<file path="config.mk">
export PLATFORM = sky130hd
export DESIGN_NAME = lock_supervisor
export DESIGN_NICKNAME = d
export VERILOG_FILES = /design/src/rtl/lock_pkg.sv /design/src/rtl/lock_timer.sv /design/src/rtl/lock_supervisor.sv
export SDC_FILE = /design/constraint.sdc
export NUM_CORES = 1
export LEC_CHECK = 0
export BUFFER_PORTS_ARGS = -buffer_cell sky130_fd_sc_hd__buf_2
export CAP_MARGIN = 20
export CORE_MARGIN = 3
export CORE_UTILIZATION = 35
export DETAILED_ROUTE_END_ITERATION = 8
export GPL_ROUTABILITY_DRIVEN = 0
export SYNTH_ARGS = -nofsm -noshare
export SYNTH_HDL_FRONTEND = slang
export SYNTH_SLANG_ARGS = --single-unit
</file>
<file path="constraint.sdc">
create_clock -name clk -period 9.5 [get_ports clk]
set_input_delay 0.475 -clock clk [delete_from_list [all_inputs] [get_ports clk]]
set_output_delay 0.475 -clock clk [all_outputs]
set_load 0.02 [all_outputs]
</file>
<file path="src/rtl/lock_pkg.sv">
// rtl/lock_pkg.sv - shared state encoding and code constants for the keypad lock supervisor
package lock_pkg;

  localparam int DIGITS = 4;
  localparam logic [3:0] MAX_KEY = 4'd9;

  typedef enum logic [2:0] {
    S_IDLE    = 3'd0,
    S_ENTER   = 3'd1,
    S_OPEN    = 3'd2,
    S_ERROR   = 3'd3,
    S_LOCKOUT = 3'd4,
    S_PROG    = 3'd5
  } state_t;

  // Entry 0 is the first key of the code.
  localparam logic [DIGITS-1:0][3:0] DEFAULT_CODE = {4'd3, 4'd2, 4'd1, 4'd0};

  // Builds the reset code for any digit count; positions past DEFAULT_CODE continue the 0..9 ramp.
  function automatic logic [3:0] default_digit(input int idx);
    logic [3:0] d;
    d = 4'(idx % 10);
    for (int k = 0; k < DIGITS; k++) begin
      if (k == idx) d = DEFAULT_CODE[k];
    end
    return d;
  endfunction

  function automatic logic key_bad(input logic [3:0] k);
    return k > MAX_KEY;
  endfunction

endpackage

</file>
<file path="src/rtl/lock_timer.sv">
// rtl/lock_timer.sv - lockout down-counter that reloads to LOCK_CYCLES-1 and holds at zero
module lock_timer #(
  parameter int LOCK_CYCLES = 50_000_000
) (
  input  logic clk,
  input  logic reset,
  input  logic load,
  input  logic count,
  output logic expired
);

  localparam int W = (LOCK_CYCLES > 1) ? $clog2(LOCK_CYCLES) : 1;
  localparam logic [W-1:0] RELOAD = W'(LOCK_CYCLES - 1);

  logic [W-1:0] cnt_q, cnt_d;

  always_comb begin
    cnt_d = cnt_q;
    if (load) begin
      cnt_d = RELOAD;
    end else if (count && (cnt_q != '0)) begin
      cnt_d = cnt_q - W'(1);
    end
  end

  always_ff @(posedge clk or posedge reset) begin
    if (reset) begin
      cnt_q <= '0;
    end else begin
      cnt_q <= cnt_d;
    end
  end

  assign expired = (cnt_q == '0);

endmodule

</file>
<file path="src/rtl/lock_supervisor.sv">
// rtl/lock_supervisor.sv - keypad code lock: entry, lockout after repeated failures, reprogramming
module lock_supervisor #(
  parameter int DIGITS      = lock_pkg::DIGITS,
  parameter int MAX_FAIL    = 3,
  parameter int LOCK_CYCLES = 50_000_000
) (
  input  logic       clk,
  input  logic       reset,
  input  logic       key_valid,
  input  logic [3:0] key_code,
  input  logic       prog_req,
  output logic       unlocked,
  output logic       locked_out,
  output logic [2:0] progress,
  output logic [1:0] fail_cnt,
  output logic       ok_pulse,
  output logic       err_pulse,
  output logic [2:0] state
);

  import lock_pkg::*;

  localparam logic [2:0] LAST_IDX   = 3'(DIGITS - 1);
  localparam logic [2:0] FULL       = 3'(DIGITS);
  localparam logic [1:0] FAIL_LIMIT = 2'(MAX_FAIL);

  state_t                  state_q, state_d;
  logic [2:0]              progress_q, progress_d;
  logic [1:0]              fail_q, fail_d;
  logic                    mismatch_q, mismatch_d;
  logic [DIGITS-1:0][3:0]  code_q, code_d;
  logic [DIGITS-1:0][3:0]  shadow_q, shadow_d;
  logic                    ok_q, ok_d;
  logic                    err_q, err_d;
  logic                    unlocked_q, locked_q;

  logic [2:0] key_idx;
  logic [3:0] expected_key;
  logic       key_miss;
  logic       entry_miss;
  logic [1:0] fail_inc;
  logic       timer_load;
  logic       timer_count;
  logic       timer_expired;

  lock_timer #(
    .LOCK_CYCLES(LOCK_CYCLES)
  ) u_timer (
    .clk    (clk),
    .reset  (reset),
    .load   (timer_load),
    .count  (timer_count),
    .expired(timer_expired)
  );

  // A wrong key only sets the sticky mismatch flag; the verdict waits for the last key.
  always_comb begin
    key_idx      = (state_q == S_IDLE) ? 3'd0 : progress_q;
    expected_key = 4'd0;
    for (int k = 0; k < DIGITS; k++) begin
      if (key_idx == 3'(k)) expected_key = code_q[k];
    end
    key_miss   = key_bad(key_code) || (key_code != expected_key);
    entry_miss = key_miss || ((state_q == S_ENTER) && mismatch_q);
    fail_inc   = (fail_q >= FAIL_LIMIT) ? fail_q : fail_q + 2'd1;
  end

  always_comb begin
    state_d    = state_q;
    progress_d = progress_q;
    fail_d     = fail_q;
    mismatch_d = mismatch_q;
    code_d     = code_q;
    shadow_d   = shadow_q;
    ok_d       = 1'b0;
    err_d      = 1'b0;

    case (state_q)
      S_IDLE, S_ENTER: begin
        if (key_valid) begin
          mismatch_d = entry_miss;
          progress_d = key_idx + 3'd1;
          if (key_idx == LAST_IDX) begin
            if (!entry_miss) begin
              state_d = S_OPEN;
              ok_d    = 1'b1;
              fail_d  = 2'd0;
            end else begin
              fail_d  = fail_inc;
              err_d   = 1'b1;
              state_d = (fail_inc == FAIL_LIMIT) ? S_LOCKOUT : S_ERROR;
            end
          end else begin
            state_d = S_ENTER;
          end
        end
      end

      S_ERROR: begin
        state_d    = S_IDLE;
        progress_d = 3'd0;
        mismatch_d = 1'b0;
      end

      S_OPEN: begin
        if (prog_req) begin
          state_d    = S_PROG;
          progress_d = 3'd0;
        end else if (key_valid) begin
          state_d    = S_IDLE;
          progress_d = 3'd0;
        end
      end

      S_PROG: begin
        if (key_valid) begin
          if (key_bad(key_code)) begin
            state_d    = S_IDLE;
            progress_d = 3'd0;
          end else begin
            for (int k = 0; k < DIGITS; k++) begin
              if (progress_q == 3'(k)) shadow_d[k] = key_code;
            end
            if (progress_q == LAST_IDX) begin
              code_d     = shadow_d;
              state_d    = S_IDLE;
              progress_d = 3'd0;
            end else begin
              progress_d = progress_q + 3'd1;
            end
          end
        end
      end

      S_LOCKOUT: begin
        if (timer_expired) begin
          state_d    = S_IDLE;
          fail_d     = 2'd0;
          progress_d = 3'd0;
          mismatch_d = 1'b0;
        end
      end

      default: begin
        state_d    = S_IDLE;
        progress_d = 3'd0;
      end
    endcase

    if (progress_d > FULL) progress_d = FULL;
  end

  assign timer_load  = (state_d == S_LOCKOUT) && (state_q != S_LOCKOUT);
  assign timer_count = (state_q == S_LOCKOUT);

  always_ff @(posedge clk or posedge reset) begin
    if (reset) begin
      state_q    <= S_IDLE;
      progress_q <= 3'd0;
      fail_q     <= 2'd0;
      mismatch_q <= 1'b0;
      ok_q       <= 1'b0;
      err_q      <= 1'b0;
      unlocked_q <= 1'b0;
      locked_q   <= 1'b0;
      for (int i = 0; i < DIGITS; i++) begin
        code_q[i]   <= default_digit(i);
        shadow_q[i] <= 4'd0;
      end
    end else begin
      state_q    <= state_d;
      progress_q <= progress_d;
      fail_q     <= fail_d;
      mismatch_q <= mismatch_d;
      ok_q       <= ok_d;
      err_q      <= err_d;
      unlocked_q <= (state_d == S_OPEN);
      locked_q   <= (state_d == S_LOCKOUT);
      code_q     <= code_d;
      shadow_q   <= shadow_d;
    end
  end

  assign unlocked   = unlocked_q;
  assign locked_out = locked_q;
  assign progress   = progress_q;
  assign fail_cnt   = fail_q;
  assign ok_pulse   = ok_q;
  assign err_pulse  = err_q;
  assign state      = state_q;

endmodule

</file>
After elaboration in Yosys (flattened, before gate mapping)
Cells that the tools add are included.
{ "totals": {"output_inout_bits": 12, "word_cells": 110, "in_bits": 8, "regBits": 71} }
{ "op_classes": {"n_reduce_logical": 18, "n_mux": 48, "bitwise": 1, "magnitude_cmp": 3, "addsub": 4, "n_eq_ne": 19} }
{ "op_table": {"columns": ["operator", "count"], "rows": [
  ["2-to-1 mux 3 bit", 19],
  ["2-to-1 mux 26 bit", 2],
  ["2-to-1 mux 4 bit", 8],
  ["logical NOT 26 bit", 1],
  ["nonzero test 26 bit", 1],
  ["subtractor 26 x 1 -> 26 bit (second input constant)", 1],
  ["one-hot mux 3 bit (4 select lines)", 2],
  ["equality test 3 x 2 -> 1 bit (second input constant)", 7],
  ["2-to-1 mux 1 bit", 10],
  ["2-to-1 mux 2 bit", 5],
  ["equality test 3 x 1 -> 1 bit (second input constant)", 3],
  ["equality test 3 bit (second input constant)", 3],
  ["logical NOT 3 bit", 3],
  ["AND reduction 4 bit", 2],
  ["adder 3 x 1 -> 3 bit (second input constant)", 2],
  ["inequality test 2 bit (second input constant)", 3],
  ["AND reduction 3 bit", 2],
  ["greater-than comparator 4 bit (second input constant)", 1],
  ["inequality test 4 bit", 1],
  ["one-hot mux 2 bit (2 select lines)", 1],
  ["nonzero test 2 bit", 2],
  ["greater-than comparator 3 bit (second input constant)", 1],
  ["logical AND 1 bit", 3],
  ["inequality test 3 bit (second input constant)", 1],
  ["8 further kinds", 9]
]} }

Depth between registers and ports, before layout
Gate-level depths: netlist of run 1.
{ "depth": {"depth_word": 17, "ltp_mapped": 15, "ltp_nobuf": 12} }

Cells and area by module
Synthesis of run 1 repeated with hierarchy kept, for this count alone.
{ "hier_totals": {"cells_unflattened": 399, "area_unflattened_um2": 3875.0} }
{ "modules_own_cells": {"columns": ["mod", "seq_area_each_um2", "cells_each", "area_per_inst_um2", "n_inst"], "rows": [
  ["lock_supervisor", 1031.0, 249, 2382.3, 1],
  ["lock_timer", 650.6, 150, 1492.7, 1]
]} }

Worst setup path after synthesis of run 1
OpenSTA, ideal clock, no wires.
{ "synth_path": {"path_type": "reg2reg", "start": "register state_q[0] (netlist: state[0])", "end": "register u_timer.cnt_q[0]", "t_required_ps": 9380, "arrival_time_ps": 3223, "path_buffers": 2, "path_stages_with_launch": 14, "setup_time_ps": 120, "synth_period_minus_slack_ps": 3343, "slack_ps": 6157, "cell_sequence": "dfrtp_1 > clkbuf_1 > or3_1 > nand2_1 > inv_1 > ha_1 > ha_1 > or3_1 > a311o_1 > a2111oi_4 > nand2_2 > nand4_2 > buf_4 > nand2_1"} }
{ "synth_via": {"elab_chain_cells": 17, "word_cells_on_any_way": 35, "cone_classes": "eq/ne (10); mux (16); reduce/logical (9)"} }
{ "synth_rtl": {"columns": ["item", "line", "rtl"], "rows": [
  ["start: declaration", "lock_supervisor.sv:27", "state_t state_q, state_d;"],
  ["start signal: assignment", "lock_supervisor.sv:171", "state_q <= state_d;"],
  ["logical NOT 3 bit", "lock_supervisor.sv:58, lock_supervisor.sv:78", null],
  ["2-to-1 mux 3 bit", "lock_supervisor.sv:58", "key_idx = (state_q == S_IDLE) ? 3'd0 : progress_q;"],
  ["logical NOT 3 bit", "lock_supervisor.sv:61", "if (key_idx == 3'(k)) expected_key = code_q[k];"],
  ["2-to-1 mux 4 bit (4 in series)", "lock_supervisor.sv:61", null],
  ["inequality test 4 bit", "lock_supervisor.sv:63", "key_miss = key_bad(key_code) || (key_code != expected_key);"],
  ["logical OR 1 bit", "lock_supervisor.sv:63", null],
  ["logical OR 1 bit", "lock_supervisor.sv:64", "entry_miss = key_miss || ((state_q == S_ENTER) && mismatch_q);"],
  ["2-to-1 mux 3 bit", "lock_supervisor.sv:84", "if (!entry_miss) begin"],
  ["2-to-1 mux 3 bit", "lock_supervisor.sv:83", "if (key_idx == LAST_IDX) begin"],
  ["2-to-1 mux 3 bit", "lock_supervisor.sv:80", "if (key_valid) begin"],
  ["one-hot mux 3 bit (4 select lines)", "lock_supervisor.sv:78", "case (state_q)"],
  ["equality test 3 bit", "lock_supervisor.sv:153", "assign timer_load = (state_d == S_LOCKOUT) && (state_q != S_LOCKOUT);"],
  ["logical AND 1 bit", "lock_supervisor.sv:153", null],
  ["2-to-1 mux 26 bit / nonzero test 2 bit (equally long branches)", null, null],
  ["end signal: assignment", "lock_timer.sv:30", "cnt_q <= cnt_d;"],
  ["end: declaration", "lock_timer.sv:15", "logic [W-1:0] cnt_q, cnt_d;"]
]} }
Parallel ways exist; a longest one is shown, timed or not.
A chain may end at the register's enable or synchronous reset.

Final worst setup path of run 1
{ "layout_path": {"start": "register state_q[0] (netlist: state[0])", "end": "register u_timer.cnt_q[1]"} }
The elaborated chain is that of the path after synthesis.

==> results of run 1 <==
per-stage QoR:
stage	utilization (%)	power (mW)	instances	worst slack, ns
3_5_place_dp	38.69	0.3072	512	5.803
4_1_cts	40.66	0.5494	528	5.784
6_report	40.66	0.5436	528	5.781
2_1_floorplan	-	0.3016	377	6.157
5_1_grt	40.66	0.5630	528	5.542
3_3_place_gp	38.69	0.3070	512	5.928
cell type report:
type                    instances  share of cell area (%)
well taps                     133                   4.075
flip-flops and latches         67                   41.18
clock inverters                 2                  0.8578
repair buffers                 21                   2.696
clock buffers                  14                   3.983
inverters                      12                   1.103
multi-input cells             279                   46.11
worst max-delay path, cell delays in order, from the launching register on:
cell	delay, ns
sky130_fd_sc_hd__dfrtp_1	0.53
sky130_fd_sc_hd__or3_1	0.42
sky130_fd_sc_hd__nand2_1	0.11
sky130_fd_sc_hd__inv_1	0.07
sky130_fd_sc_hd__ha_1	0.18
sky130_fd_sc_hd__ha_1	0.35
sky130_fd_sc_hd__or3_1	0.42
sky130_fd_sc_hd__a311o_1	0.39
sky130_fd_sc_hd__a2111oi_4	0.36
sky130_fd_sc_hd__nand2_2	0.18
sky130_fd_sc_hd__nand4_2	0.38
sky130_fd_sc_hd__o211ai_1	0.16
cell families (layout without fill, tap and decap cells):
kind of cell | Yosys count | in the layout | share of synthesized area (%)
AND/OR/NAND/NOR | 153 | 153 | 21.94
flip-flops | 67 | 67 | 45.44
AO/OA/AOI/OAI | 58 | 58 | 10.01
multiplexers | 33 | 33 | 9.533
buffers and inverters | 31 | 49 | 3.685
XOR/XNOR | 24 | 24 | 5.679
adder cells (fa/ha/maj) | 11 | 11 | 3.719
where the power goes:
group	total, mW	switching (mW)	internal, mW
clock	0.242	0.106	0.136
combinational	0.0162	0.0124	0.00381
sequential	0.285	0	0.285
total	0.544	0.119	0.425
worst min-delay path by stage:
stage                                  start                       endpoint  slack (ns)  cells after the start
2_1_floorplan  u_timer.cnt_q[15]$_DFFE_PP0P_  u_timer.cnt_q[15]$_DFFE_PP0P_        0.48                      2
3_3_place_gp         shadow_q[5]$_DFFE_PP0P_        shadow_q[5]$_DFFE_PP0P_        0.49                      1
3_5_place_dp         shadow_q[4]$_DFFE_PP0P_        shadow_q[4]$_DFFE_PP0P_        0.50                      1
4_1_cts                                reset   u_timer.cnt_q[9]$_DFFE_PP0P_        0.43                      3
5_1_grt                                reset   u_timer.cnt_q[9]$_DFFE_PP0P_        0.46                      3
6_report                               reset   u_timer.cnt_q[8]$_DFFE_PP0P_        0.39                      3
layout by cell type (no fill, tap or decap), types with 3 or more instances in the layout:
cell,n
sky130_fd_sc_hd__dfrtp_1,63
sky130_fd_sc_hd__nor2_1,45
sky130_fd_sc_hd__nand2_1,36
sky130_fd_sc_hd__a21oi_1,27
sky130_fd_sc_hd__xnor2_1,19
sky130_fd_sc_hd__buf_2,19
sky130_fd_sc_hd__mux2_2,18
sky130_fd_sc_hd__mux2i_1,15
sky130_fd_sc_hd__nor3_1,12
sky130_fd_sc_hd__ha_1,11
sky130_fd_sc_hd__clkbuf_8,11
sky130_fd_sc_hd__inv_1,10
sky130_fd_sc_hd__o21ai_0,7
sky130_fd_sc_hd__nand3_1,6
sky130_fd_sc_hd__nand3b_1,5
sky130_fd_sc_hd__or3_1,5
sky130_fd_sc_hd__nor3b_1,5
sky130_fd_sc_hd__nor4_1,5
sky130_fd_sc_hd__xor2_1,5
sky130_fd_sc_hd__nor2b_1,4
sky130_fd_sc_hd__o211ai_1,4
sky130_fd_sc_hd__and3_1,4
sky130_fd_sc_hd__or4_1,4
sky130_fd_sc_hd__dfstp_2,4
sky130_fd_sc_hd__nand2b_1,3
sky130_fd_sc_hd__nand4_1,3
sky130_fd_sc_hd__o21ai_1,3
sky130_fd_sc_hd__clkbuf_1,3
Yosys cell counts (5+ instances only):
library cell	instances	area, sq um
sky130_fd_sc_hd__a21oi_1	27	135.1
sky130_fd_sc_hd__clkbuf_1	12	45.04
sky130_fd_sc_hd__dfrtp_1	63	1577
sky130_fd_sc_hd__ha_1	11	137.6
sky130_fd_sc_hd__inv_1	11	41.29
sky130_fd_sc_hd__mux2_2	18	202.7
sky130_fd_sc_hd__mux2i_1	15	150.1
sky130_fd_sc_hd__nand2_1	36	135.1
sky130_fd_sc_hd__nand3_1	6	30.03
sky130_fd_sc_hd__nand3b_1	5	37.54
sky130_fd_sc_hd__nor2_1	45	168.9
sky130_fd_sc_hd__nor3_1	12	60.06
sky130_fd_sc_hd__nor3b_1	5	37.54
sky130_fd_sc_hd__nor4_1	5	31.28
sky130_fd_sc_hd__o21ai_0	7	35.03
sky130_fd_sc_hd__or3_1	5	31.28
sky130_fd_sc_hd__xnor2_1	19	166.4
sky130_fd_sc_hd__xor2_1	5	43.79
registers in the layout (all words and copies together) (netlist names):
name / flops
locked_out: 1
state: 3
unlocked: 1
mismatch_q: 1
u_timer.cnt_q: 26
shadow_q: 12
code_q: 16
err_pulse: 1
ok_pulse: 1
fail_cnt: 2
progress: 3
routing by layer:
layer  track usage, %  vias to the layer above  wire length (microns)
met3            3.256                        7                    254
li1                 -                     1340                      -
met4            4.058                        0                     95
met5                0                        -                      0
met2            22.02                       39                   3588
met1            18.28                     1317                   3669
==> impl_summary.md, run 1 <==
GRT
The first-pass GRT wire length is 12830 microns. The total overflow left after global routing is 0. The number of global-route vias before repair was 2593. Entering global routing, the biggest net connects 68 pins. The total routing usage reported by global routing is 13.66%. The number of antenna violations at the first check in global routing is 0.

Cells and area
Fill cells in the final layout number 979. In the final design database the tool counted 409 nets. The area used by multi-input combinational logic is 0.001883 sq mm. Summing all flip-flop and latch instances after layout gives 0.001682 sq mm. In the final layout, the share of cells above drive strength 1 is 18.23%.

The antenna diode instance count is 0. The area of all placed cells without fillers is 0.004084 sq mm. The post-synthesis to final-layout area growth is 10.34%.

Critical path
For the worst setup path, the data required time is 9.69 ns. Of all nets on the critical path, the largest fanout is 18. The kind of end point of the critical path is a flop.

The most critical setup path has its startpoint at state[0]$_DFF_PP0_. The critical path in this run is classified as flop to flop. The worst setup path is launched from a flop. Setup slack on the worst reg-to-reg path comes out at 5.78 ns.

The critical path data arrival time is 3.91 ns. The worst flop-to-flop path startpoint is state[0]$_DFF_PP0_. The number of cells on the worst reg-to-reg path is 11. The endpoint of the worst register-to-register path is u_timer.cnt_q[1]$_DFFE_PP0P_. The worst setup path endpoint is u_timer.cnt_q[1]$_DFFE_PP0P_.

Floorplan
The number of top-level pins is 20. The die covers 0.01184 sq mm. In this run the vertical extent of the chip is 108.8 microns. In this run the core area contains 36 standard-cell rows.

The core region is 0.01004 sq mm. The x dimension of the die is 108.8 microns. The starting density of the core is 36.85%.

Clocking
Clock latency on the worst-skew pair, taken at its later pin, is 0.34 ns. Counting every sink on the clock net gives 67. The number of resized instances in the post-cts repair step is 0.

Buffers inserted to repair hold after CTS numbered 0. The cell sitting at the root of the clock tree is a sky130_fd_sc_hd__clkbuf_8. The number of buffers inserted by post-CTS setup repair is 0. The TritonCTS clock tree is done. Buffers inserted during clock tree synthesis total 9. After clock tree synthesis, the clock-pin slew on the worst setup and hold paths is 0.07 ns. The H-tree depth reported by CTS is 3. The number of buffers on the longest clock path is 2.

STA
The final critical-path required period is 3.719 ns. The number of max-slew violations in the final report is 0. For the final database, setup skew stands at 0.007588 ns. The number of hold violations in the final report is 0.

Summed over all failing endpoints, the final setup total negative slack is 0 ns. The highest achievable clock rate is 268.9 MHz. Headroom to the max-slew limit came out at 42.71%. The final critical-path share of the clock period is 39.15%.

Final hold analysis gives a worst-case slack of 0.3857 ns. Setup repair after global routing left no endpoint under its margin. The number of endpoints failing setup at the final stage is 0.

The transition time of the tightest slew-check pin is 0.8594 ns.

Routing
The detailed router finished its first iteration with 123 violations. The post-route antenna net violation count is 0. The final layout contains routed wiring with a total length of 7607 microns. In the routed layout, each cell is associated on average with a via count of 5.119. The residual DRC count is 0. The via count is 2703. The routed length per placed instance is 14.41 microns. The first TritonRoute pass finished after 4 iterations.

Synth
The top flip-flop cell by instance count after synthesis is sky130_fd_sc_hd__dfrtp_1. The sequential fraction of the synthesis area is 45.44%. Of all flip-flops after synthesis, the portion carrying an async set or reset was 100.0%. The register bit count reported by yosys is 67. The cell area that synthesis handed to floorplanning was 0.003701 sq mm.

The count of mapped cells out of synthesis is 377. For this run, the number of Yosys warnings is 0. Synthesis produced a netlist with a net count of 396. Each instance of the synthesized netlist takes up on average 9.817 sq um. The synthesized design contains 0 enable-type register cells.

The number of distinct standard cells referenced by the synthesized netlist is 57.

Place
Detailed placement finished with a half-perimeter wire length of 5194 microns. Port buffering added 19 buffers. Summing all placed instances gives a cell area of 0.003886 sq mm.

Pwr
For this design the ratio of total power to cell area is 133.1 mW/mm^2. The total leakage power is 1.722 nW. VDD sags by at most 85.14 uV.

Outcome
The run finished with clean final reports.

Worst hold path
The worst hold-check path type is primary input to asynchronous set/reset pin.

Job
The tool flagged a number of max-cap violations equal to 0.
Note: power is estimated with default switching activity, not from simulation.
==> run 2: changes to the inputs <==
--- a/config.mk
+++ b/config.mk
@@ -5,6 +5,7 @@
 export SDC_FILE = /design/constraint.sdc
 export NUM_CORES = 1
 export LEC_CHECK = 0
+export ABC_AREA = 1
 export BUFFER_PORTS_ARGS = -buffer_cell sky130_fd_sc_hd__buf_2
 export CAP_MARGIN = 20
 export CORE_MARGIN = 3
==> constraint.sdc (replaced) <==
create_clock -name clk -period 3.62 [get_ports clk]
set_input_delay 0.181 -clock clk [delete_from_list [all_inputs] [get_ports clk]]
set_output_delay 0.181 -clock clk [all_outputs]
set_load 0.02 [all_outputs]
==> impl_summary.md, run 2 <==
Clocking
The CTS root buffer is sky130_fd_sc_hd__clkbuf_8. The number of gates resized after CTS was 0. After clock tree synthesis, the clock-pin slew on the worst setup and hold paths is 0.07 ns. The number of buffers on the longest clock path is 2. The number of clock buffers inserted by TritonCTS is 9. CTS built an H-tree with a depth of 3. The source-to-sink clock delay at the later pin of the worst-skew pair is 0.35 ns. The TritonCTS clock tree is done. The CTS sink count is 67.

Critical path
The start-to-end type of the worst setup path is flop to flop. The required time of the critical path is 3.86 ns. The highest net fanout along the worst path is 28. The kind of end point of the critical path is a flop. STA classifies the critical path startpoint as a flop.

Tracing the worst setup path back leads to its startpoint at state[2]$_DFF_PP0_. Data arrives at the worst endpoint at 2.93 ns. The worst flop-to-flop path startpoint is state[2]$_DFF_PP0_.

Place
In this run the cell area measured after placement is 0.003994 sq mm. The pre-CTS worst setup slack is 0.9398 ns. Summed over all nets, the half-perimeter wirelength after detailed placement is 5957 microns.

The count of buffers added on input and output ports is 19.

Cells and area
Leaving out fill and tap cells, the most frequent cells in the layout are sky130_fd_sc_hd__nand2_1, sky130_fd_sc_hd__dfrtp_1, sky130_fd_sc_hd__inv_1. Compared with the post-synthesis result, the final layout area differs by 10.45%. In the final layout, the registers with the most flip-flops are u_timer.cnt_q x26, code_q x16, shadow_q x12. The flip-flop count of the largest register, all copies and words added is 26. The storage element area is 0.001682 sq mm. Counting flops per register, the top entry is u_timer.cnt_q.

The library cell used most frequently in the layout, excluding fill and tap cells, is sky130_fd_sc_hd__nand2_1. The multi-input combinational cells in the finished layout cover a total of 0.001784 sq mm. The area of all placed cells without fillers is 0.004165 sq mm. The final net count is 537. The count of fill cells added during filler insertion is 1078. The antenna diode instance count is 0.

The layout cell share with drive strength beyond 1 is 14.15%.

STA
Setup repair after global routing left no endpoint under its margin. For the pin with the worst max-slew slack, the measured transition is 0.5938 ns. The number of endpoints failing setup at the final stage is 0.

Adding up every negative setup slack in the final design gives 0 ns. The number of hold violations in the final report came to 0. Between clock sinks in the finished design, the worst skew comes to 0.01315 ns.

The post-layout worst setup margin is 0.9366 ns. The number of max-slew violations in the final report is 0. The final critical path takes up 74.13% of the cycle.

Derived from the worst setup path, the maximum achievable clock frequency is 372.7 MHz. After layout, the minimum clock period comes to 2.683 ns. In this run the tightest slew margin relative to its limit is 60.36%.

Pwr
The share of total power dissipated in combinational logic is 38.8%. The switching share of power is 42.02%. The total leakage power is 2.122 nW.

The power density over the cells is 605.5 mW/mm^2. The fraction of power consumed by sequential logic is 39.8%. The portion of total power attributed to the clock network is 21.4%.

After layout, the design draws a total of 2.522 mW. VDD sags by at most 321.0 uV. The analysis attributes to net switching a power of 1.060 mW. The cell internal power dissipation is 1.462 mW.

Synth
The net count after synthesis is 513. Each instance of the synthesized netlist takes up on average 7.634 sq um. The top cell type by area accounts for 41.80% of the synthesized area. Counting flops with a built-in enable in the synthesized netlist gives 0. Yosys printed 0 warnings. The library cell occupying the most area in the post-synthesis netlist is sky130_fd_sc_hd__dfrtp_1. Sequential elements use 44.59% of the synthesized area.

Yosys instantiated no cell more often than sky130_fd_sc_hd__nand2_1. After synthesis, the share of flip-flops with an asynchronous set or reset is 100.0%. Synthesis produced 494 cells. After synthesis the cells add up to 0.003771 sq mm. Among all flip-flop cells after synthesis, the most frequent one is sky130_fd_sc_hd__dfrtp_1.

In this run, distinct cell masters in the synthesized netlist total 39. By count the netlist is led by sky130_fd_sc_hd__nand2_1, sky130_fd_sc_hd__dfrtp_1, sky130_fd_sc_hd__inv_1. By area the synthesized netlist is led by sky130_fd_sc_hd__dfrtp_1, sky130_fd_sc_hd__nand2_1, sky130_fd_sc_hd__inv_1.

The register bit count reported by yosys is 67.

Routing
The via count is 3184. The number of iterations in the first detailed-routing pass is 4. In the final routed layout, each cell accounts on average for 12.52 microns.

For this run, design rule violations remaining after detail routing come to 0. The count of nets left with antenna violations once routing finished came out at 0. Summed over all layers, the routed wires come to 8249 microns. The average via count per standard cell is 4.832. The number of violations reported at the end of detailed-routing iteration 0 is 209.

GRT
The number of antenna violations at the first check in global routing is 0. The maximum number of pins on one net before global-route repair is 40. The total routing usage reported by global routing is 15.08%. The number of global-route vias before repair is 3026. The first global-routing pass estimated 14230 microns of wire. Summed over all layers, the global routing overflow is 0.

Floorplan
The placement row count is 37. The die is 109.8 microns tall. The die covers 0.01206 sq mm. Measured along the x axis, the die boundary spans 109.8 microns. The number of top-level pins is 20.

For this configuration, the core starts out at a cell density of 36.20%. The core region area is 0.01042 sq mm.

Worst hold path
The worst hold path startpoint is key_code[1]. The worst hold-check path type is primary input to flop.

Outcome
The flow ran to the end, and the final reports show no timing, DRC or antenna violations.

Job
The tool flagged a number of max-cap violations equal to 0.
[run 2: worst paths after layout]
kind,endpoint,slack (ns),depth (start not counted)
max reg2reg,u_timer.cnt_q[11]$_DFFE_PP0P_,0.94,18
min reg2reg,code_q[10]$_DFFE_PP0P_,0.47,2
max in group asynchronous,code_q[9]$_DFFE_PP1P_,2.22,4
min,code_q[13]$_DFFE_PP1P_,0.06,3
min in group asynchronous,shadow_q[11]$_DFFE_PP0P_,0.44,3
max,u_timer.cnt_q[11]$_DFFE_PP0P_,0.94,18
[run 2: metrics by stage]
stage	util [%]	hold WS, ns	instances
4_1_cts	39.99	0.04660	659
2_1_floorplan	-	0.2976	494
3_5_place_dp	38.34	0.3026	642
3_3_place_gp	38.34	0.2985	642
6_report	39.99	0.05607	659
5_1_grt	39.99	0.05199	659
[run 2: cells by family after synthesis]
| kind of cell | count (synthesis) | share of synthesized area [%] |
|---|---|---|
| xor gates and xnor gates | 9 | 2.090 |
| buffers and inverters | 74 | 8.095 |
| DFF | 67 | 44.59 |
| adders and majority gates | 11 | 3.650 |
| and+or+nand+nor | 286 | 34.24 |
| AOI/OAI and AO/OA | 47 | 7.333 |
[run 2: power groups by stage]
stage	sequential [mW]	combinational (mW)	clock, mW
finish	1.00	0.978	0.541
global route	1.02	1.11	0.595
CTS	1.00	0.977	0.566
detailed placement	1.02	0.969	0
global placement	1.01	0.953	0
floorplan	1.04	0.705	0
[run 2: cell type report]
cell class	count	area share [%]
Tap cell	136	4.085
Sequential cell	67	40.37
Multi-Input combinational cell	353	42.84
Inverter	64	5.767
Clock inverter	5	0.7209
Clock buffer	11	3.154
Timing Repair Buffer	23	3.064
[run 2: critical path: stages (launching register included)]
cell                      delay [ns]
sky130_fd_sc_hd__dfrtp_1        0.45
sky130_fd_sc_hd__nor2_4         0.16
sky130_fd_sc_hd__nand2_2        0.08
sky130_fd_sc_hd__nand2_1        0.13
sky130_fd_sc_hd__inv_1          0.08
sky130_fd_sc_hd__ha_1           0.20
sky130_fd_sc_hd__ha_1           0.25
sky130_fd_sc_hd__inv_1          0.16
sky130_fd_sc_hd__nand2_1        0.07
sky130_fd_sc_hd__inv_1          0.05
sky130_fd_sc_hd__nand2_1        0.07
sky130_fd_sc_hd__nand2_1        0.07
sky130_fd_sc_hd__nand2_1        0.05
sky130_fd_sc_hd__nand2_1        0.08
sky130_fd_sc_hd__nor2_2         0.05
sky130_fd_sc_hd__nand3_4        0.11
sky130_fd_sc_hd__nand3_4        0.28
sky130_fd_sc_hd__nand3_1        0.18
sky130_fd_sc_hd__inv_1          0.06
[run 2: what timing repair did]
action                                 4_1_cts  5_1_grt
hold buffers                                 1        0
endpoints found under the hold margin       25        0
buffers inserted                             0        0
[run 2: routing by layer]
layer | track usage, % | vias up | wire [microns]
met3 | 3.523 | 18 | 285
met2 | 24.31 | 52 | 3849
li1 | - | 1611 | -
met4 | 5.610 | 0 | 147
met1 | 19.65 | 1503 | 3966
met5 | 0 | - | 0
